**config.mk**
```make
export PLATFORM = sky130hd
export DESIGN_NAME = countdown_ctrl
export DESIGN_NICKNAME = d
export VERILOG_FILES = /design/src/rtl/countdown_ctrl.sv
export SDC_FILE = /design/constraint.sdc
export NUM_CORES = 1
export LEC_CHECK = 0
export ABC_AREA = 1
export BUFFER_PORTS_ARGS = -buffer_cell sky130_fd_sc_hd__buf_2
export CAP_MARGIN = 0
export CORE_MARGIN = 2
export CORE_UTILIZATION = 50
export CTS_CLUSTER_SIZE = 24
export DETAILED_ROUTE_END_ITERATION = 10
export PLACE_DENSITY = 0.78
export SYNTH_ARGS = -nofsm -noshare
export SYNTH_HDL_FRONTEND = slang
export SYNTH_SLANG_ARGS = --single-unit
export TNS_END_PERCENT = 50
```
**constraint.sdc**
```tcl
create_clock -name clk -period 2 [get_ports clk]
set_clock_uncertainty 0.2 [all_clocks]
set_input_delay 0.5 -clock clk [delete_from_list [all_inputs] [get_ports clk]]
set_output_delay 0.5 -clock clk [all_outputs]
set_load 0.02 [all_outputs]
```
**src/rtl/countdown_ctrl.sv**
```systemverilog
`default_nettype none
// ============================================================================
//  Module   : countdown_ctrl
//  Purpose  : Sequencer for a cascade of NUM_DIGITS mod-10 down-counter
//             digits forming a countdown timer. Divides clk into count ticks,
//             drives per-digit load/clear/enable with borrow cascading and
//             runs an IDLE/LOADED/RUNNING/PAUSED/DONE state machine from key
//             pulses. done is held for DONE_CYCLES cycles at terminal count.
//  Ports    : clk         - system clock, rising edge
//             clr         - synchronous reset, active-high
//             key_load    - pulse: load preset into digits
//             key_start   - pulse: start / resume countdown
//             key_stop    - pulse: pause countdown
//             key_cancel  - pulse: abort and clear digits
//             cnt_val     - current digit values, digit i at [4i+3:4i]
//             cnt_loadn   - active-low load to all digits (combinational)
//             cnt_clrn    - active-low clear to all digits (combinational)
//             cnt_en      - per-digit count enable (combinational)
//             state       - IDLE=0 LOADED=1 RUNNING=2 PAUSED=3 DONE=4
//             running     - state == RUNNING
//             done        - state == DONE
//  Revision : 1.0 - initial release
// ============================================================================
module countdown_ctrl #(
    parameter int NUM_DIGITS  = 4,
    parameter int TICK_DIV    = 100,
    parameter int DONE_CYCLES = 8
) (
    input  logic                    clk,
    input  logic                    clr,
    input  logic                    key_load,
    input  logic                    key_start,
    input  logic                    key_stop,
    input  logic                    key_cancel,
    input  logic [4*NUM_DIGITS-1:0] cnt_val,
    output logic                    cnt_loadn,
    output logic                    cnt_clrn,
    output logic [NUM_DIGITS-1:0]   cnt_en,
    output logic [2:0]              state,
    output logic                    running,
    output logic                    done
);

    localparam int C_DIV_W  = $clog2(TICK_DIV);
    localparam int C_DONE_W = $clog2(DONE_CYCLES + 1);
    localparam logic [C_DIV_W-1:0]  C_DIV_LAST  = C_DIV_W'(TICK_DIV - 1);
    localparam logic [C_DONE_W-1:0] C_DONE_LAST = C_DONE_W'(DONE_CYCLES - 1);

    typedef enum logic [2:0] {
        S_IDLE    = 3'd0,
        S_LOADED  = 3'd1,
        S_RUNNING = 3'd2,
        S_PAUSED  = 3'd3,
        S_DONE    = 3'd4
    } state_t;

    state_t                state_q,    state_d;
    logic [C_DIV_W-1:0]    div_q,      div_d;
    logic [C_DONE_W-1:0]   done_cnt_q, done_cnt_d;

    logic [NUM_DIGITS-1:0] w_digit_zero;
    logic [NUM_DIGITS-1:0] w_lower_zero;
    logic                  w_all_zero;
    logic                  w_tick;
    logic                  w_abort;

    generate
        for (genvar gi = 0; gi < NUM_DIGITS; gi++) begin : g_digit_zero
            assign w_digit_zero[gi] = (cnt_val[4*gi +: 4] == 4'd0);
        end
    endgenerate

    // Borrow cascade: digit i may decrement only when every lower digit is
    // zero (it is about to wrap 0 -> 9 and borrow from digit i).
    always_comb begin
        w_lower_zero    = '0;
        w_lower_zero[0] = 1'b1;
        for (int i = 1; i < NUM_DIGITS; i++) begin
            w_lower_zero[i] = w_lower_zero[i-1] & w_digit_zero[i-1];
        end
    end

    assign w_all_zero = &w_digit_zero;
    assign w_tick     = (div_q == C_DIV_LAST);

    // Cancel aborts from every state except IDLE, where it only acts when it
    // coincides with a load (clear wins over load).
    assign w_abort = key_cancel & (key_load | (state_q != S_IDLE));

    always_comb begin
        state_d    = state_q;
        div_d      = div_q;
        done_cnt_d = done_cnt_q;
        cnt_loadn  = 1'b1;
        cnt_clrn   = 1'b1;
        cnt_en     = '0;

        if (clr) begin
            cnt_clrn   = 1'b0;
            state_d    = S_IDLE;
            div_d      = '0;
            done_cnt_d = '0;
        end else if (w_abort) begin
            cnt_clrn = 1'b0;
            state_d  = S_IDLE;
        end else if (key_load) begin
            cnt_loadn = 1'b0;
            state_d   = S_LOADED;
        end else begin
            case (state_q)
                S_LOADED: begin
                    if (key_start && !w_all_zero) begin
                        state_d = S_RUNNING;
                        div_d   = '0;
                    end
                end
                S_RUNNING: begin
                    if (w_all_zero) begin
                        state_d    = S_DONE;
                        done_cnt_d = '0;
                    end else begin
                        // A stop still lets this cycle count; the pause
                        // takes effect from the next cycle.
                        div_d = w_tick ? '0 : div_q + C_DIV_W'(1);
                        if (w_tick) begin
                            cnt_en = w_lower_zero;
                        end
                        if (key_stop) begin
                            state_d = S_PAUSED;
                        end
                    end
                end
                S_PAUSED: begin
                    // Divider holds, so a resume keeps the tick phase.
                    if (key_start) begin
                        state_d = S_RUNNING;
                    end
                end
                S_DONE: begin
                    if (done_cnt_q == C_DONE_LAST) begin
                        state_d = S_IDLE;
                    end else begin
                        done_cnt_d = done_cnt_q + C_DONE_W'(1);
                    end
                end
                default: begin
                    state_d = S_IDLE;
                end
            endcase
        end
    end

    always_ff @(posedge clk) begin
        if (clr) begin
            state_q    <= S_IDLE;
            div_q      <= '0;
            done_cnt_q <= '0;
        end else begin
            state_q    <= state_d;
            div_q      <= div_d;
            done_cnt_q <= done_cnt_d;
        end
    end

    assign state   = state_q;
    assign running = (state_q == S_RUNNING);
    assign done    = (state_q == S_DONE);

endmodule
`default_nettype wire

```
== Word level (Yosys, flattened, before mapping) ==
Cells that the tools add are included.
Storage, ports and cells
  bits in registers: 14
  output and inout bits: 11
Operators by class
  add/subtract/negate cells: 2
  equality and inequality tests: 17
  muxes and demuxes: 25
  bitwise logic cells: 6
  reductions and logical operators: 16
Operators by type and width (number)
  $mux 4: 8
  $mux 7: 3
  $logic_not 4->1: 4
  $mux 3: 5
  $pmux 7 s2: 1
  $pmux 3 s4: 1
  $reduce_and 4->1: 3
  $reduce_and 5->1: 2
  $ne 2x2->1 const B: 4
  $pmux 4 s2: 1
  $add 7x1->7 const B: 1
  $eq 7x7->1 const B: 1
  $eq 3x2->1 const B: 2
  $mux 1: 6
  $ne 3x2->1 const B: 2
  $ne 3x3->1 const B: 2
  $add 4x1->4 const B: 1
  $eq 4x3->1 const B: 1
  $ne 2x1->1 const B: 2
  $ne 4x3->1 const B: 1
  $reduce_bool 2->1: 2
  $and 1x1->1: 3
  $eq 3x1->1 const B: 1
  $eq 3x3->1 const B: 1
  7 further kinds: 8

== Depth between registers and ports, before layout ==
Gate-level depths: netlist of the first run.
  depth after elaboration: 9
  mapped depth: 11
  gate-level depth less buffers: 10

== Worst setup path before layout of the first run ==
Ideal clock, no wire load.
  path kind: reg-to-output
  start point: register state_q[1] (netlist: state[1])
  end point: output port cnt_en[3]
  arrival time: 1.874 ns
  required time: 1.300 ns
  path slack: -0.574 ns
  stages on the path, launching flop included: 7
  cells stage by stage: dfxtp_1 inv_2 nor3_4 nand2_2 nor3_2 nand2_1 nor2_1
Between the ends
  cells in the longest elaborated chain, start to end: 5
RTL lines
  start, declared: RTL line 57  | state_t state_q, state_d;
  start signal, assigned: RTL line 159  | state_q <= state_d;
  $eq 3x2->1
  named net running: RTL line 40  | output logic running,
  $mux 4: RTL line 110  | case (state_q)
  $mux 4: RTL line 106  | end else if (key_load) begin
  $mux 4: RTL line 103  | end else if (w_abort) begin
  $mux 4: RTL line 98  | if (clr) begin
  end, declared: RTL line 38  | output logic [NUM_DIGITS-1:0] cnt_en,
The timed path passes the listed nets, and every way through them passes these cells.

== Worst setup path after layout of the first run ==
  start point: register state_q[1] (netlist: state[1])
  end point: output port cnt_en[3]
Between the ends
  cells in the longest elaborated chain, start to end: 5
RTL lines (RTL line)
  $eq 3x2->1 / $reduce_bool 3->1 (equally long branches): 110, 88
  $mux 4 / $or 1x1->1 (equally long branches): 110, 88
  $mux 4 / $and 1x1->1 (equally long branches): 106, 88
  $mux 4 *: 103
  $mux 4 *: 98
Every way passes the cells marked *; elsewhere a longest branch is shown, timed or not.

==> impl_metrics.py, run 1 <==
metrics = {
    "pwr": {
        "p_per_area_nw_per_um2": 422,
        "power_leakage_nw": 0.838,
        "ir_drop_mv": 0.394,
    },
    "outcome": {
        "status": "finished with violations",
        "violations": "setup timing",
    },
    "route": {
        "dr.pass1.iters": 5,
        "drcViolationCount": 0,
        "drt_iter0_drc": 49,
        "ant_nets": 0,
        "finalWirelength_um": 3250,
        "viasPerCell": 5.12,
        "wl_per_cell_um": 12.1,
        "num_vias": 1373,
    },
    "floorplan": {
        "die_h_um": 50.2,
        "boundaryPins": 33,
        "design.die.area_sq_um": 2520,
        "initial_core_util_pct": 53.9,
        "coreArea_sq_um": 1980,
        "std_cell_rows": 16,
        "fp.dieW_um": 50.2,
    },
    "finish": {
        "final_nets": 266,
        "regArea_sq_um": 287,
        "multi_input_area_sq_um": 722,
        "antenna_cells": 0,
        "area_growth_syn_to_layout_pct": 50.5,
        "num-fill-cells": 140,
        "fin_util_pct": 81.1,
        "final_area_sq_um": 1610,
        "drive_gt1_share_pct": 41.5,
    },
    "worst_hold_path": {
        "hold_path_depth": 2,
        "worstHoldStart": "done_cnt_q[1]$_SDFFE_PP0P_",
        "min_to": "done_cnt_q[1]$_SDFFE_PP0P_",
        "min_path_type": "reg2reg",
    },
    "worst_setup_path": {
        "path_max_fanout": 2,
        "path_class": "reg2out",
        "worstSetupEndpointType": "output pin",
        "cp.arrival_ps": 1700,
        "ff2ff_setup_slack_ps": 200,
        "start_kind": "flop",
        "timing.rr.end": "div_q[5]$_SDFFE_PP0P_",
        "reg2reg_depth": 9,
        "cp.required_ps": 1300,
        "rr_startpoint": "state[2]$_SDFFE_PP0P_",
    },
    "yosys": {
        "postSynthCellCount": 177,
        "synth_cell_type_count": 24,
        "avgSynthCellArea_sq_um": 6.04,
        "syn-num-nets": 201,
        "yosysSeqAreaShare_pct": 26.2,
        "synth_seq_cells": 14,
        "synth_area_leaders": "dfxtp_1, nand2_1, nor2_1",
        "yosysTopAreaCell": "dfxtp_1",
        "yosys.area.top_type_share_pct": 26.2,
        "netlist_area_sq_um": 1070,
        "synth_warnings": 0,
    },
    "global_routing": {
        "grt_pass1_wl_um": 5130,
        "gr-total-overflow": 0,
        "grt_util_all_layers_pct": 26.2,
        "grt_max_degree": 12,
        "grt_pass1_vias": 1264,
        "antenna_found_initial": 0,
    },
    "clocking": {
        "cts.path.max_buffers": 2,
        "hold_buffers": 0,
        "clk_pin_slew_ps": 100,
        "cts-root-buf": "clkbuf_4",
        "clock_latency_ps": 300,
        "cts.sinks": 14,
        "htreeDepth": 1,
        "numCtsBuffers": 3,
        "cts_tree": "built",
    },
    "placed_design": {
        "pre_cts_ws_ps": -349,
        "portBuffers": 32,
        "post_dp_cell_area_sq_um": 1480,
        "dpl.hpwl_um": 2260,
        "gp_congestion": 0.853,
    },
    "timing": {
        "setup_ws_ps": -399,
        "rsz0062_at_grt": "yes",
        "fin_crit_sh_pct": 120,
        "drv_slew": 0,
        "fmax_ghz": 0.417,
        "tns_ps": -1360,
        "final-setup-viol-count": 6,
        "slew_headroom_pct": 83.7,
        "tightest_slew_ps": 244,
        "hold_violations": 0,
        "layout_min_cycle_time_ps": 2400,
        "holdWs_ps": 289,
    },
    "flow_run": {
        "cap_violations": 0,
    },
}
## cells in the final DEF, fill, tap and decap left out, types with 2 or more instances in the layout
cell and instances:
a21oi_1 12, buf_2 26, buf_4 31, buf_6 5, clkbuf_4 3, dfxtp_1 9, dfxtp_2 5, inv_1 19
inv_2 6, nand2_1 43, nand2_2 7, nand2_4 3, nand3_1 20, nand3_2 2, nand4_1 3, nor2_1 27
nor2_2 2, nor2_4 3, nor3_4 2, nor3b_1 2, o21ai_1 2
## metal layers
metal | vias up | part of all wire (%) | GRT usage [%]
li1 | 687 | - | -
met1 | 618 | 39 | 27.5
met2 | 53 | 54 | 50.2
met3 | 15 | 4.2 | 4.46
met4 | 0 | 2.9 | 11.1
met5 | - | 0 | 0
## power breakdown
part / total (mW) / leakage [nW] / switching [mW] / internal (mW)
Clock: 0.215 / 0.0210 / 0.104 / 0.111
Combinational: 0.173 / 0.701 / 0.0989 / 0.0745
Sequential: 0.290 / 0.115 / 0.00452 / 0.285
## logic make-up after synthesis
logic type	count (synthesis)	synth area share (%)
and+or+nand+nor	117	52.7
buffers and inverters	28	10.5
AOI/OAI and AO/OA	14	6.56
DFF	14	26.2
xor gates and xnor gates	2	1.64
adders and majority gates	2	2.34
## synth_stat cells
cell      instances
nor2_8            1
nor2_1           29
ha_1              2
or2_2             1
nand2_1          46
inv_1            22
buf_6             1
nand3_2           2
nand3_1          20
nor3_4            1
xor2_1            1
a21oi_1          12
nand2_4           1
xnor2_1           1
nand2_2           6
inv_2             4
nand4_1           3
clkbuf_1          1
dfxtp_1          14
nor3_2            1
nor2_2            3
nand3b_1          1
nor3b_1           2
o21ai_1           2
## through the flow
stage / power, mW / std cells
after floorplan: 0.383 / 177
after global placement: 0.443 / 259
after detailed placement: 0.447 / 259
after CTS: 0.664 / 265
after global routing: 0.707 / 268
final: 0.679 / 268
## worst max-delay path by stage
| stage | start | slack, ps | cells after the start | end |
|---|---|---|---|---|
| 6_report | state[1]$_SDFFE_PP0P_ | -400 | 10 | cnt_en[3] |
| 5_1_grt | state[1]$_SDFFE_PP0P_ | -500 | 10 | cnt_en[3] |
| 4_1_cts | state[1]$_SDFFE_PP0P_ | -370 | 10 | cnt_en[3] |
| 3_5_place_dp | key_load | -350 | 11 | cnt_en[3] |
| 3_3_place_gp | key_load | -290 | 11 | cnt_en[3] |
| 2_1_floorplan | key_load | -240 | 9 | cnt_en[3] |
## worst max-delay path: stages, from the launching register on
cell and delay (ps):
dfxtp_2 350, nor2_4 110, nand3_2 80, nand2_2 100, nand2_4 60, nor2_4 90
nand2_2 80, nor3_4 200, nand2_2 120, nor2_4 100, buf_6 120
## cell type report
class                      count  share of cell area (%)
clock buffer                   4                    2.26
inverter                      26                    6.85
multi-input combinational    135                    44.9
sequential                    14                    17.8
tap                           27                    2.10
timing repair buffer          62                    26.1
## sequential cells by signal, indices dropped and copies added, names as in the netlist
register and flops:
div_q 7, state 3, done_cnt_q 4
## what timing repair did
item	4_1_cts	5_1_grt
pin swaps	5	1
setup buffers	2	3
setup endpoints to repair	6	7
resized for setup	14	5
No activity file was read; power rests on OpenSTA's default activity.
==> inputs of run 2 (changes only) <==
--- a/config.mk
+++ b/config.mk
@@ -7,8 +7,8 @@
 export LEC_CHECK = 0
 export ABC_AREA = 1
 export BUFFER_PORTS_ARGS = -buffer_cell sky130_fd_sc_hd__buf_2
-export CAP_MARGIN = 0
-export CORE_MARGIN = 2
+export CAP_MARGIN = 20
+export CORE_MARGIN = 1
 export CORE_UTILIZATION = 50
 export CTS_CLUSTER_SIZE = 24
 export DETAILED_ROUTE_END_ITERATION = 10
==> run 2 against run 1 <==
Net effect: the run still ends with setup timing left; register-to-register slack worse by 140 ps; worst hold slack improved by 4.6 ps; combinational power grew 6%; non-clock buffer count increased by 6; critical path depth unchanged.
==> impl_metrics.py, run 2 (same netlist as run 1, synthesis figures left out) <==
metrics = {
    "worst_setup_path": {
        "crit_buf_inv": 1,
        "path_max_fanout": 2,
        "reg2reg_depth": 13,
        "ff2ff_setup_slack_ps": 60,
        "start_kind": "flop",
        "path_class": "reg2out",
        "path_delay_family": "simple AND/OR/NAND/NOR gates",
        "cp.arrival_ps": 1680,
        "cpMaxStageDelayCell": "dfxtp_2",
        "crit_cells": 10,
        "cp.required_ps": 1300,
        "startpoint": "state[1]$_SDFFE_PP0P_",
        "cp-endpoint": "cnt_en[3]",
        "timing.rr.end": "div_q[5]$_SDFFE_PP0P_",
        "path_common_cell": "nand2_2",
        "rr_startpoint": "div_q[1]$_SDFFE_PP0P_",
        "worstSetupEndpointType": "output pin",
        "slowest_delay_ps": 350,
        "cp_cell_sequence": "nor2_4, nand3_2, nand2_2, nand2_2, nor2_4, nand2_2, nor3_4, nand2_2, nor2_4, buf_6",
    },
    "clocking": {
        "numCtsBuffers": 3,
        "hold_buffers": 0,
        "clk_pin_slew_ps": 90,
        "cts_tree": "built",
        "cts.path.max_buffers": 2,
        "htreeDepth": 1,
        "clock_latency_ps": 290,
        "cts.sinks": 14,
        "cts-root-buf": "clkbuf_4",
    },
    "pwr": {
        "intPower_mw": 0.477,
        "p_per_area_nw_per_um2": 409,
        "comb_power_share_pct": 26.8,
        "finalPower_mw": 0.685,
        "pwr-share-clk_pct": 30.6,
        "seqPwrFrac_pct": 42.6,
        "swShare_pct": 30.4,
        "ir_drop_mv": 0.438,
        "power_leakage_nw": 0.863,
        "p_sw_mw": 0.209,
    },
    "outcome": {
        "violations": "setup timing",
        "status": "finished with violations",
    },
    "placed_design": {
        "dpl.hpwl_um": 2220,
        "portBuffers": 32,
        "pre_cts_ws_ps": -377,
        "post_dp_cell_area_sq_um": 1470,
        "gp_congestion": 0.836,
    },
    "timing": {
        "layout_min_cycle_time_ps": 2380,
        "tns_ps": -1770,
        "slew_headroom_pct": 82.3,
        "final-setup-viol-count": 7,
        "tightest_slew_ps": 264,
        "drv_slew": 0,
        "hold_violations": 0,
        "fmax_ghz": 0.420,
        "rsz0062_at_grt": "yes",
        "setup_ws_ps": -379,
        "holdWs_ps": 294,
        "fin_crit_sh_pct": 119,
    },
    "finish": {
        "num-fill-cells": 113,
        "largest_register": "div_q",
        "final_area_sq_um": 1670,
        "final_common_cell": "nand2_1",
        "largest_reg_flops": 7,
        "antenna_cells": 0,
        "final_nets": 272,
        "final_cell_mix": "nand2_1, buf_4, nor2_1",
        "area_growth_syn_to_layout_pct": 56.7,
        "drive_gt1_share_pct": 44.9,
    },
    "worst_hold_path": {
        "min_path_type": "reg2reg",
    },
    "floorplan": {
        "coreArea_sq_um": 1980,
        "initial_core_util_pct": 53.9,
        "design.die.area_sq_um": 2330,
        "fp.dieW_um": 48.2,
        "die_h_um": 48.2,
        "std_cell_rows": 16,
        "boundaryPins": 33,
    },
    "route": {
        "drcViolationCount": 0,
        "dr.pass1.iters": 4,
        "finalWirelength_um": 3610,
        "ant_nets": 0,
        "drt_iter0_drc": 49,
        "viasPerCell": 5.22,
        "wl_per_cell_um": 13.2,
        "num_vias": 1429,
    },
    "global_routing": {
        "grt_util_all_layers_pct": 32.2,
        "grt_pass1_vias": 1391,
        "gr-total-overflow": 0,
        "grt_pass1_wl_um": 5290,
        "antenna_found_initial": 0,
        "grt_max_degree": 12,
    },
    "flow_run": {
        "cap_violations": 0,
    },
}
[run 2: changes by cell type in the layout (fill, tap and decap cells not counted), moves of 2 or more]
| cell | before | now |
|---|---|---|
| a21oi_2 | 0 | 2 |
| buf_4 | 31 | 39 |
| a21oi_1 | 12 | 9 |
| buf_6 | 5 | 3 |
[run 2: area by class of cell]
type | count | area (sq um) | share of cell area [%]
clock buffer | 4 | 36.3 | 2.17
inverter | 26 | 110 | 6.58
multi-input combinational | 135 | 751 | 44.8
sequential | 14 | 287 | 17.1
tap | 27 | 33.8 | 2.02
timing repair buffer | 68 | 457 | 27.3
[run 2: worst min path at each step]
stage | from | endpoint | slack (ps) | cells past startpoint
3_3_place_gp | done_cnt_q[3]$_SDFFE_PP0P_ | done_cnt_q[3]$_SDFFE_PP0P_ | 270 | 2
3_5_place_dp | done_cnt_q[3]$_SDFFE_PP0P_ | done_cnt_q[3]$_SDFFE_PP0P_ | 280 | 2
4_1_cts | done_cnt_q[3]$_SDFFE_PP0P_ | done_cnt_q[3]$_SDFFE_PP0P_ | 300 | 2
5_1_grt | done_cnt_q[3]$_SDFFE_PP0P_ | done_cnt_q[3]$_SDFFE_PP0P_ | 320 | 2
6_report | done_cnt_q[3]$_SDFFE_PP0P_ | done_cnt_q[3]$_SDFFE_PP0P_ | 290 | 2
2_1_floorplan | done_cnt_q[3]$_SDFFE_PP0P_ | done_cnt_q[3]$_SDFFE_PP0P_ | 260 | 2
[run 2: power groups by stage]
| stage | combinational [mW] | sequential, mW | clock (mW) |
|---|---|---|---|
| 3_3_place_gp | 0.148 | 0.295 | 0 |
| 4_1_cts | 0.172 | 0.290 | 0.212 |
| 2_1_floorplan | 0.0802 | 0.302 | 0 |
| 3_5_place_dp | 0.153 | 0.295 | 0 |
| 5_1_grt | 0.199 | 0.293 | 0.227 |
| 6_report | 0.184 | 0.292 | 0.210 |
[run 2: timing repair]
| action | in CTS | in global routing |
|---|---|---|
| setup buffers | 13 | 3 |
| setup endpoints to repair | 6 | 11 |
| pin swaps | 9 | 5 |
| endpoints found under the hold margin | 0 | 0 |
| resized for setup | 14 | 9 |
[run 2: layer usage]
layer / global-route usage [%] / vias up / part of all wire, %
met4: 16.7 / 0 / 2.6
li1: - / 697 / -
met5: 0 / - / 0
met1: 29.9 / 675 / 37
met3: 5.93 / 13 / 3.9
met2: 64.8 / 44 / 57
[run 2: metrics by stage]
step                utilization, %  cells
floorplan                        -    177
global placement              74.1    258
detailed placement            74.1    258
CTS                           83.1    275
global route                  84.5    274
finish                        84.5    274
[run 2: worst reg2reg max path, delay by kind of cell, from the launching register on]
kind	cells	cell delay, ps
AOI/OAI and AO/OA	1	60
adders and majority gates	1	140
buffers and inverters	6	680
DFF	1	360
and+or+nand+nor	5	410
==> inputs of run 3 (changes only) <==
--- a/config.mk
+++ b/config.mk
@@ -12,6 +12,7 @@
 export CORE_UTILIZATION = 50
 export CTS_CLUSTER_SIZE = 24
 export DETAILED_ROUTE_END_ITERATION = 10
+export HOLD_SLACK_MARGIN = 0.15
 export PLACE_DENSITY = 0.78
 export SYNTH_ARGS = -nofsm -noshare
 export SYNTH_HDL_FRONTEND = slang
==> constraint.sdc (replaced) <==
create_clock -name clk -period 2 [get_ports clk]
set_clock_uncertainty 0.2 [all_clocks]
set_input_delay 0.5 -clock clk [delete_from_list [all_inputs] [get_ports clk]]
set_output_delay 0.5 -clock clk [all_outputs]
set_load 0.005 [all_outputs]
==> run 3 against run 2 <==
Net effect: the flow still finishes with violations (setup timing); register-to-register slack better by 120 ps; largest power group unchanged; clock power down 2%; die area unchanged.
==> impl_metrics.py, run 3 (same netlist as run 1, synthesis figures left out) <==
metrics = {
    "placed_design": {
        "dpl.hpwl_um": 2100,
        "portBuffers": 32,
        "gp_congestion": 0.856,
        "dp_cells": 249,
    },
    "outcome": {
        "violations": "setup timing",
        "status": "finished with violations",
    },
    "pwr": {
        "comb_power_share_pct": 24.3,
        "p_sw_mw": 0.188,
        "finalPower_mw": 0.654,
        "power_leakage_nw": 0.792,
        "p_per_area_nw_per_um2": 434,
        "intPower_mw": 0.466,
        "seqPwrFrac_pct": 44.4,
        "ir_drop_mv": 0.436,
        "pwr-share-clk_pct": 31.4,
        "swShare_pct": 28.7,
    },
    "worst_setup_path": {
        "cpMaxStageDelayCell": "dfxtp_1",
        "ff2ff_setup_slack_ps": 180,
        "start_kind": "flop",
        "path_class": "reg2out",
        "crit_buf_inv": 2,
        "cp.arrival_ps": 1550,
        "cp_cell_sequence": "buf_4, nor3_4, nand2_2, nor3_4, nand2_1, nor2_1, buf_2",
        "slowest_delay_ps": 340,
        "path_max_fanout": 4,
        "path_common_cell": "nor3_4",
        "path_delay_family": "simple AND/OR/NAND/NOR gates",
        "worstSetupEndpointType": "output pin",
        "cp.required_ps": 1300,
    },
    "finish": {
        "final_common_cell": "nand2_1",
        "antenna_cells": 0,
        "drive_gt1_share_pct": 38.2,
        "layoutNonFillerInstCount": 260,
        "largest_register": "div_q",
        "area_growth_syn_to_layout_pct": 41.1,
        "final_nets": 258,
        "final_cell_mix": "nand2_1, buf_2, nor2_1",
        "num-fill-cells": 139,
        "largest_reg_flops": 7,
    },
    "clocking": {
        "hold_buffers": 0,
        "clk_pin_slew_ps": 90,
        "clock_latency_ps": 280,
        "htreeDepth": 1,
        "cts.path.max_buffers": 2,
        "cts_tree": "built",
        "cts-root-buf": "clkbuf_4",
        "cts.sinks": 14,
        "numCtsBuffers": 3,
    },
    "floorplan": {
        "boundaryPins": 33,
        "fp.dieW_um": 48.2,
        "die_h_um": 48.2,
        "coreArea_sq_um": 1980,
        "std_cell_rows": 16,
        "design.die.area_sq_um": 2330,
        "initial_core_util_pct": 53.9,
    },
    "global_routing": {
        "grt_util_all_layers_pct": 28.2,
        "grt_max_degree": 11,
        "antenna_found_initial": 0,
        "grt_pass1_wl_um": 4590,
        "gr-total-overflow": 0,
        "grt_pass1_vias": 1122,
    },
    "timing": {
        "hold_violations": 0,
        "slew_headroom_pct": 85.6,
        "rsz0062_at_grt": "yes",
        "drv_slew": 0,
        "fmax_ghz": 0.445,
        "layout_min_cycle_time_ps": 2250,
        "tightest_slew_ps": 215,
        "holdWs_ps": 242,
        "tns_ps": -763,
        "final-setup-viol-count": 6,
        "setup_ws_ps": -245,
        "fin_crit_sh_pct": 112,
    },
    "flow_run": {
        "cap_violations": 0,
    },
    "route": {
        "m1WireLength_um": 1160,
        "ant_nets": 0,
        "viasPerCell": 5.09,
        "route.met3.wl_um": 159,
        "top_layer_used": "met4",
        "wl_met2_um": 1530,
        "num_vias": 1323,
        "drcViolationCount": 0,
        "dr.pass1.iters": 4,
        "finalWirelength_um": 2920,
        "wl_per_cell_um": 11.2,
        "drt_iter0_drc": 53,
    },
    "worst_hold_path": {
        "min_path_type": "in2reg",
    },
}
## run 3: final timing paths
check	from	endpoint	cells past startpoint
max	state[0]$_SDFFE_PN0P_	cnt_en[3]	7
min reg2reg	done_cnt_q[3]$_SDFFE_PP0P_	done_cnt_q[3]$_SDFFE_PP0P_	2
max reg2reg	state[1]$_SDFFE_PP0P_	state[1]$_SDFFE_PP0P_	10
min	key_load	state[0]$_SDFFE_PN0P_	3
## run 3: through the flow
step | util, % | setup WS [ps] | area (sq um)
2_1_floorplan | - | -46.3 | 1070
3_3_place_gp | 68.6 | -146 | 1360
3_5_place_dp | 68.6 | -207 | 1360
4_1_cts | 74.1 | -255 | 1470
5_1_grt | 76.1 | -352 | 1510
6_report | 76.1 | -245 | 1510
## run 3: cell type report
class | instances | area [sq um] | area share (%)
clock buffers | 4 | 36.3 | 2.41
flip-flops and latches | 14 | 288 | 19.1
well taps | 27 | 33.8 | 2.24
inverters | 26 | 97.6 | 6.47
repair buffers | 54 | 325 | 21.6
multi-input cells | 135 | 727 | 48.2
## run 3: worst register-to-register path, cell delays in order (launching register included)
cell	delay, ps
dfxtp_4	370
buf_4	140
inv_2	70
nor3_4	40
buf_4	140
inv_2	140
nor2_1	90
a21oi_2	210
nand3_1	130
o21ai_1	150
inv_1	50
## run 3: power by group through the flow
stage               combinational, mW  clock [mW]  sequential [mW]
floorplan                      0.0728           0            0.298
global placement                0.129           0            0.294
detailed placement              0.133           0            0.295
CTS                             0.151       0.209            0.289
global route                    0.176       0.225            0.291
finish                          0.159       0.205            0.290
## run 3: metal layers
layer | GRT usage, % | vias up
met1 | 34.6 | 595
met2 | 48.5 | 51
met5 | 0 | -
met4 | 9.44 | 0
met3 | 5.93 | 8
li1 | - | 669
## run 3: repair_timing
action | CTS | global route
gates cloned | 0 | 0
pin swaps | 0 | 2
buffers inserted | 6 | 1
resized for setup | 10 | 7
setup endpoints to repair | 5 | 7
